[config.mk]
export PLATFORM = sky130hd
export DESIGN_NAME = module_mux_n_1_rr
export DESIGN_NICKNAME = d
export VERILOG_FILES = /design/src/rtl/module_mux_n_1_rr.sv
export SDC_FILE = /design/constraint.sdc
export NUM_CORES = 1
export LEC_CHECK = 0
export CAP_MARGIN = 5
export CORE_UTILIZATION = 34
export DETAILED_ROUTE_END_ITERATION = 8
export PLACE_DENSITY = 0.76
export SYNTH_ARGS = -nofsm -noshare
export SYNTH_HDL_FRONTEND = slang
export SYNTH_SLANG_ARGS = --single-unit
[constraint.sdc]
create_clock -name clk_i -period 3.3 [get_ports clk_i]
set_clock_uncertainty 0.1 [all_clocks]
set_input_delay 0.33 -clock clk_i [delete_from_list [all_inputs] [get_ports clk_i]]
set_output_delay 0.33 -clock clk_i [all_outputs]
set_load 0.01 [all_outputs]
[src/rtl/module_mux_n_1_rr.sv]
// N-channel to 1 registered mux with fixed-select or round-robin arbitration and valid/ready output.
// Optional MUX_CHAN_ID_EN adds chan_o, the registered index of the captured channel.
module module_mux_n_1_rr #(
    parameter int BUS_WIDTH = 16,
    parameter int N_CH      = 4,
    localparam int CW       = $clog2(N_CH)
) (
    input  logic                      clk_i,
    input  logic                      rst_i,
    input  logic [N_CH*BUS_WIDTH-1:0] data_i,
    input  logic [N_CH-1:0]           valid_i,
    input  logic [CW-1:0]             sel_i,
    input  logic                      mode_i,
    input  logic                      ready_i,
    output logic [BUS_WIDTH-1:0]      data_o,
    output logic                      valid_o,
    output logic [N_CH-1:0]           grant_o
`ifdef MUX_CHAN_ID_EN
    ,
    output logic [CW-1:0]             chan_o
`endif
);

    logic [BUS_WIDTH-1:0] data_p1;
    logic                 vld_p1;
    logic [N_CH-1:0]      grant_p1;
    logic [CW-1:0]        ptr;
`ifdef MUX_CHAN_ID_EN
    logic [CW-1:0]        chan_p1;
`endif

    logic                 cap_en;
    logic [N_CH-1:0]      rot;
    logic [CW-1:0]        rr_off;
    logic [CW:0]          rr_sum;
    logic                 pick_vld;
    logic [CW-1:0]        pick_idx;
    logic [BUS_WIDTH-1:0] pick_data;
    logic [CW-1:0]        ptr_next;

    // Stage p0: channel selection (combinational, inputs are not registered)
    always_comb begin
        cap_en    = !vld_p1 || ready_i;
        rot       = N_CH'({valid_i, valid_i} >> ptr);
        rr_off    = '0;
        rr_sum    = '0;
        pick_vld  = 1'b0;
        pick_idx  = '0;
        pick_data = '0;
        ptr_next  = ptr;

        if (mode_i) begin
            // Rotated view puts ptr at bit 0; the lowest set bit is the next channel in turn.
            for (int k = N_CH - 1; k >= 0; k--) begin
                if (rot[k]) rr_off = CW'(k);
            end
            rr_sum   = {1'b0, ptr} + {1'b0, rr_off};
            pick_vld = |valid_i;
            pick_idx = CW'((rr_sum >= (CW+1)'(N_CH)) ? rr_sum - (CW+1)'(N_CH) : rr_sum);
        end else begin
            for (int k = 0; k < N_CH; k++) begin
                if (sel_i == CW'(k) && valid_i[k]) pick_vld = 1'b1;
            end
            pick_idx = sel_i;
        end

        for (int k = 0; k < N_CH; k++) begin
            if (pick_idx == CW'(k)) pick_data = data_i[k*BUS_WIDTH +: BUS_WIDTH];
        end

        ptr_next = (pick_idx == CW'(N_CH - 1)) ? '0 : pick_idx + 1'b1;
    end

    // Stage p1: output register and handshake
    always_ff @(posedge clk_i) begin
        if (rst_i) begin
            data_p1  <= '0;
            vld_p1   <= 1'b0;
            grant_p1 <= '0;
            ptr      <= '0;
`ifdef MUX_CHAN_ID_EN
            chan_p1  <= '0;
`endif
        end else begin
            grant_p1 <= '0;
            if (cap_en) begin
                if (pick_vld) begin
                    data_p1  <= pick_data;
                    vld_p1   <= 1'b1;
                    grant_p1 <= {{(N_CH-1){1'b0}}, 1'b1} << pick_idx;
`ifdef MUX_CHAN_ID_EN
                    chan_p1  <= pick_idx;
`endif
                    if (mode_i) ptr <= ptr_next;
                end else begin
                    vld_p1 <= 1'b0;
                end
            end
        end
    end

    assign data_o  = data_p1;
    assign valid_o = vld_p1;
    assign grant_o = grant_p1;
`ifdef MUX_CHAN_ID_EN
    assign chan_o  = chan_p1;
`endif

endmodule

; ---- Yosys cells after proc, flatten, opt, wreduce, memory -nomap -nowiden
; Cells that the tools add are included.
; W data, S select, Z words.
[word_totals]
regBits = 23
input_bits = 74
out_inout_bits = 21
word_cells = 48
[op_classes]
add_sub_neg = 3
magnitude_cmp = 1
eq_ne = 6
shift = 2
muxes = 18
n_bitwise = 2
reduce_logical = 12
[ops]
columns = cell, n
row1 = $mux W16, 4
row2 = $mux W2, 8
row3 = $eq A2 B2 Y1 const B, 4
row4 = $shr A8 B2 Y4, 1
row5 = $mux W1, 6
row6 = $eq A2 B1 Y1 const B, 2
row7 = $logic_and A1 B1 Y1, 4
row8 = $logic_not A2 Y1, 2
row9 = $reduce_or A4 Y1, 1
row10 = $shl A1 B2 Y4 const A, 1
row11 = $add A2 B2 Y3, 1
row12 = $ge A3 B3 Y1 const B, 1
row13 = $reduce_and A3 Y1, 1
row14 = $reduce_or A3 Y1, 1
row15 = $add A2 B1 Y2 const B, 1
row16 = $not A1 Y1, 2
row17 = $reduce_and A2 Y1, 1
row18 = $sub A2 B1 Y2 const B, 1
row19 = $logic_not A1 Y1, 1
row20 = $logic_or A1 B1 Y1, 1

; ---- Depth between registers and ports, before layout
[depth]
word_depth = 15
mapped_depth = 18
depth_no_buf = 15

; ---- Worst setup path after synthesis
; No wires, ideal clock.
[synth_timing]
path_type = reg-to-reg
start = register ptr[0]
end = register data_p1[0], in the netlist data_o[0]
setup_ns = 0.080
arrival_time_ns = 3.322
required_ns = 3.120
slack_ns = -0.202
stages_incl_launch_ff = 17
n_path_buf = 3
synth_period_minus_slack_ns = 3.502
cell_sequence = dfxtp_1 -> clkbuf_1 -> or4_1 -> o2111ai_1 -> ha_1 -> xor2_1 -> or2_2 -> mux2i_1 -> nor2_1 -> ha_1 -> buf_2 -> nor2b_1 -> buf_2 -> a221oi_1 -> nor3_1 -> a21oi_1 -> a211oi_2
[synth_between]
elab_chain_cells = 15
word_cells_on_any_way = 19
cone_classes = 2 x add/sub / 1 x order compare / 3 x eq/ne / 1 x shift / 11 x mux / 1 x reduce/logical
[synth_rtl]
columns = item, line
row1 = start: declaration, 27  ; logic [CW-1:0] ptr;
row2 = start signal: assignment, 94  ; if (mode_i) ptr <= ptr_next;
row3 = $shr A8 B2 Y4, 44  ; rot = N_CH'({valid_i, valid_i} >> ptr);
row4 = $mux W2 (4 in series), 55  ; if (rot[k]) rr_off = CW'(k);
row5 = $mux W2, 52  ; if (mode_i) begin
row6 = $add A2 B2 Y3 *, 57  ; rr_sum = {1'b0, ptr} + {1'b0, rr_off};
row7 = $ge A3 B3 Y1 or $sub A2 B1 Y2 (tied branches), 59  ; pick_idx = CW'((rr_sum >= (CW+1)'(N_CH)) ? rr_sum - (CW+1)'(N_CH) : rr_sum);
row8 = $mux W2 *, 59
row9 = $mux W2 *, 52
row10 = $logic_not A2 Y1, 68  ; if (pick_idx == CW'(k)) pick_data = data_i[k*BUS_WIDTH +: BUS_WIDTH];
row11 = $mux W16 (3 in series), 68
row12 = $mux W16 *, 68
row13 = end signal: assignment, 88  ; data_p1 <= pick_data;
row14 = end: declaration, 24  ; logic [BUS_WIDTH-1:0] data_p1;
; Mark *: on every way between the ends. The rest lies on a longest branch, timed or not. The select of a mux whose other input is x is not followed.
; A chain may end at the register's enable or synchronous reset.

; ---- Final worst setup path
[layout_timing]
start = register ptr[0]
end = register data_p1[9], in the netlist data_o[9]
; Same word-level chain as after synthesis.

==> flow_summary_export.csv <==
group,metric,value,unit
hold_path,hold_start,"data_o[4]$_SDFFE_PP0N_",
hold_path,hold_class,"flop to flop",
synthesis,synth_area_leaders,"dfxtp_1, a21oi_1, a221oi_1, a211oi_2, nor2b_1",
floorplan,die_h,71.46,microns
finish,final_common_cell,"clkdlybuf4s50_1",
worst_setup_path,r2r_setup_slack,0.14,ns
sta,setup_violations,0,
floorplan,fp.dieArea,0.005107,sq mm
hold_path,hold-path-endpoint,"data_o[4]$_SDFFE_PP0N_",
power,peakVddDrop,0.3346,mV
synthesis,syn_area,0.001640,sq mm
drt,via_per_inst,5.471,
cts,cts_tree,"yes",
sta,worstMarginPinSlew,0.7862,ns
synthesis,synth_top_area_share,0.2807,
placed_design,hpwl,4.298,mm
cts,cts.sinks,23,
power,power_leakage,1.131,nW
floorplan,num_rows,24,
placed_design,dp.cells,355,
synthesis,yosysUniqueCellTypes,35,
cts,ctsLongestPathBuffers,2,
worst_setup_path,rr_endpoint,"data_o[9]$_SDFFE_PP0N_",
sta,slew_violations,0,
cts,clk_pin_slew,0.08,ns
grt,grt_pass1_wl,9.025,mm
synthesis,synth-seq-area-share,0.2807,
placed_design,port_buffers,94,
drt,wl_met3,529,microns
cts,hold_buffers,0,
synthesis,synth-xor-area-share,0.005339,
drt,ant_nets,0,
worst_setup_path,reg2reg_from,"ptr[0]$_SDFFE_PP0P_",
worst_setup_path,cp.required,3.38,ns
hold_path,min_path_cells,2,
synthesis,synth-compound-area-share,0.3661,
finish,final_nets,391,
grt,antenna_found_initial,0,
finish,instances_no_fill,363,
drt,drc,0,
cts,h-tree-depth,1,
synthesis,synth.largest_area_cell,"dfxtp_1",
placed_design,placed_area,0.002750,sq mm
synthesis,ys_seq_elements,23,
flow_run,cap_violations,0,
finish,final_layout_size_suffix_gt1_frac,0.2765,
synthesis,yosys.area_share.simple,0.2090,
drt,wl,6.015,mm
grt,grt_max_degree,27,
cts,cts_made_buffers,3,
sta,hold_viol_final,0,
finish,design_area,0.003045,sq mm
finish,area_delta_synth_final,85.66,%
finish,layout_common_cells,"clkdlybuf4s50_1, a21oi_1, buf_4",
synthesis,synth_edf_count,0,
power,powerDensity,420.5,mW/mm^2
floorplan,start_util,0.3642,
worst_setup_path,reg2regPathDepth,15,
grt,overflow,0,
floorplan,die_w,71.46,microns
worst_setup_path,crit_arrival,3.24,ns
sta,layout_min_cycle_time,3.161,ns
synthesis,synthAdderAreaFrac,0.03814,
worst_setup_path,critPathKind,"flop to flop",
worst_setup_path,cp-end-kind,"flop",
drt,wire_per_inst,16.57,microns
synthesis,synthArstFlopShare,0,
worst_setup_path,path_max_fanout,14,
grt,grt_util_all_layers,0.2256,
grt,grt_pass1_vias,1962,
synthesis,synth_fp_nets,284,
synthesis,synth_mux_area_frac,0.02593,
drt,wl_met1,2.425,mm
run_status,status,"completed",
drt,highest_layer,"met4",
drt,drtIter0Drc,66,
synthesis,synth_top_family_by_area,"compound AO/OA/AOI/OAI gates",
drt,dr.pass1.iters,4,
worst_setup_path,startpoint_type,"flop",
cts,cts_root_buf,"clkbuf_8",
cts,clk_latency,0.26,ns
sta,fmax,316.3,MHz
finish,num_antenna_cells,0,
drt,vias,1986,
sta,relSlewSlack,0.4758,
synthesis,syn_avg_cell_area,8.002,sq um
sta,min_period_over_period,0.9580,
drt,wl_met2,3.033,mm
floorplan,core-area,0.004504,sq mm
placed_design,place_congestion,0.8348,
synthesis,yosys_most_used_dff,"dfxtp_1",
synthesis,yosysWarnings,0,
synthesis,synthCells,205,
floorplan,ios,95,
critical path, stage by stage, from the launching register on:
cell	delay (ns)
dfxtp_4	0.37
or4_4	0.53
o2111ai_2	0.08
ha_2	0.21
xor2_2	0.16
or2_4	0.15
mux2i_4	0.06
buf_6	0.13
or2_4	0.24
ha_4	0.19
buf_12	0.15
buf_4	0.13
nor2b_1	0.13
nor3_2	0.14
a21oi_1	0.08
a211oi_2	0.22
cell type report:
type | count | area (sq um)
fill | 379 | 1459
multi-input combinational | 157 | 1265
timing repair buffer | 122 | 1186
sequential | 23 | 464.2
tap | 52 | 65.06
clock buffer | 3 | 41.29
inverter | 5 | 18.77
clock inverter | 1 | 5.005
logic make-up (layout without fill, tap and decap cells):
family          after synthesis  in the layout
mux                           4              4
fa+ha+maj                     5              5
compound gates               82             82
xor+xnor                      1              1
simple gates                 65             65
flops                        23             23
buf+inv                      25            131
state kept, by name, summed over array words and instances (netlist names):
signal and cells:
valid_o 1, ptr 2, grant_o 4, data_o 16
worst max path at each step:
stage                                   start  cells past startpoint  slack [ns]                     end
after floorplan           ptr[0]$_SDFFE_PP0P_                     16        0.02  data_o[0]$_SDFFE_PP0N_
after global placement             valid_i[3]                     18       -0.46  data_o[4]$_SDFFE_PP0N_
after detailed placement           valid_i[0]                     18       -0.52  data_o[4]$_SDFFE_PP0N_
after CTS                 ptr[0]$_SDFFE_PP0P_                     14        0.05  data_o[5]$_SDFFE_PP0N_
after global routing      ptr[0]$_SDFFE_PP0P_                     14      -0.004  data_o[2]$_SDFFE_PP0N_
final                     ptr[0]$_SDFFE_PP0P_                     15        0.14  data_o[9]$_SDFFE_PP0N_
through the flow:
stage / worst slack [ns] / hold slack (ns) / setup TNS, ns / power, mW / util
after floorplan: 0.01657 / 0.4192 / 0 / 0.6957 / -
after detailed placement: -0.5225 / 0.4219 / -6.061 / 0.9920 / 0.6106
after global placement: -0.4561 / 0.4153 / -4.762 / 0.9811 / 0.6106
after global routing: -0.004344 / 0.4575 / -0.005936 / 1.355 / 0.6761
after CTS: 0.05193 / 0.4314 / 0 / 1.242 / 0.6572
final: 0.1386 / 0.4289 / 0 / 1.280 / 0.6761
power by group:
part / internal [mW] / leakage [nW] / switching [mW]
clock: 0.0842 / 0.0255 / 0.0889
sequential: 0.320 / 0.191 / 0.0294
combinational: 0.409 / 0.914 / 0.349
total: 0.813 / 1.13 / 0.468
layer usage:
layer / up-vias / track usage
li1: 975 / -
met1: 929 / 0.2598
met2: 78 / 0.4106
met3: 4 / 0.08158
met4: 0 / 0.03050
met5: - / 0
synth_stat cells, types with 2 or more instances:
| master | count |
|---|---|
| buf_2 | 5 |
| nor3_1 | 18 |
| a211oi_1 | 7 |
| o21ai_0 | 2 |
| nor2b_1 | 16 |
| o21ba_2 | 2 |
| ha_1 | 5 |
| clkbuf_1 | 12 |
| dfxtp_1 | 23 |
| nand3_1 | 2 |
| a21oi_1 | 37 |
| nand2_1 | 5 |
| buf_6 | 3 |
| mux2i_1 | 2 |
| nand2b_1 | 4 |
| mux2_2 | 2 |
| nor2_1 | 14 |
| a211oi_2 | 10 |
| a221oi_1 | 15 |
| o32ai_1 | 2 |
| inv_1 | 5 |
what timing repair did:
action                                 in CTS  in global routing
endpoints found under the hold margin       0                  0
resized for setup                          29                 18
pin swaps                                   7                 11
setup buffers                               0                  3
setup endpoints to repair                  16                 16
gates cloned                                1                  0
Note: power is estimated with default switching activity, not from simulation.
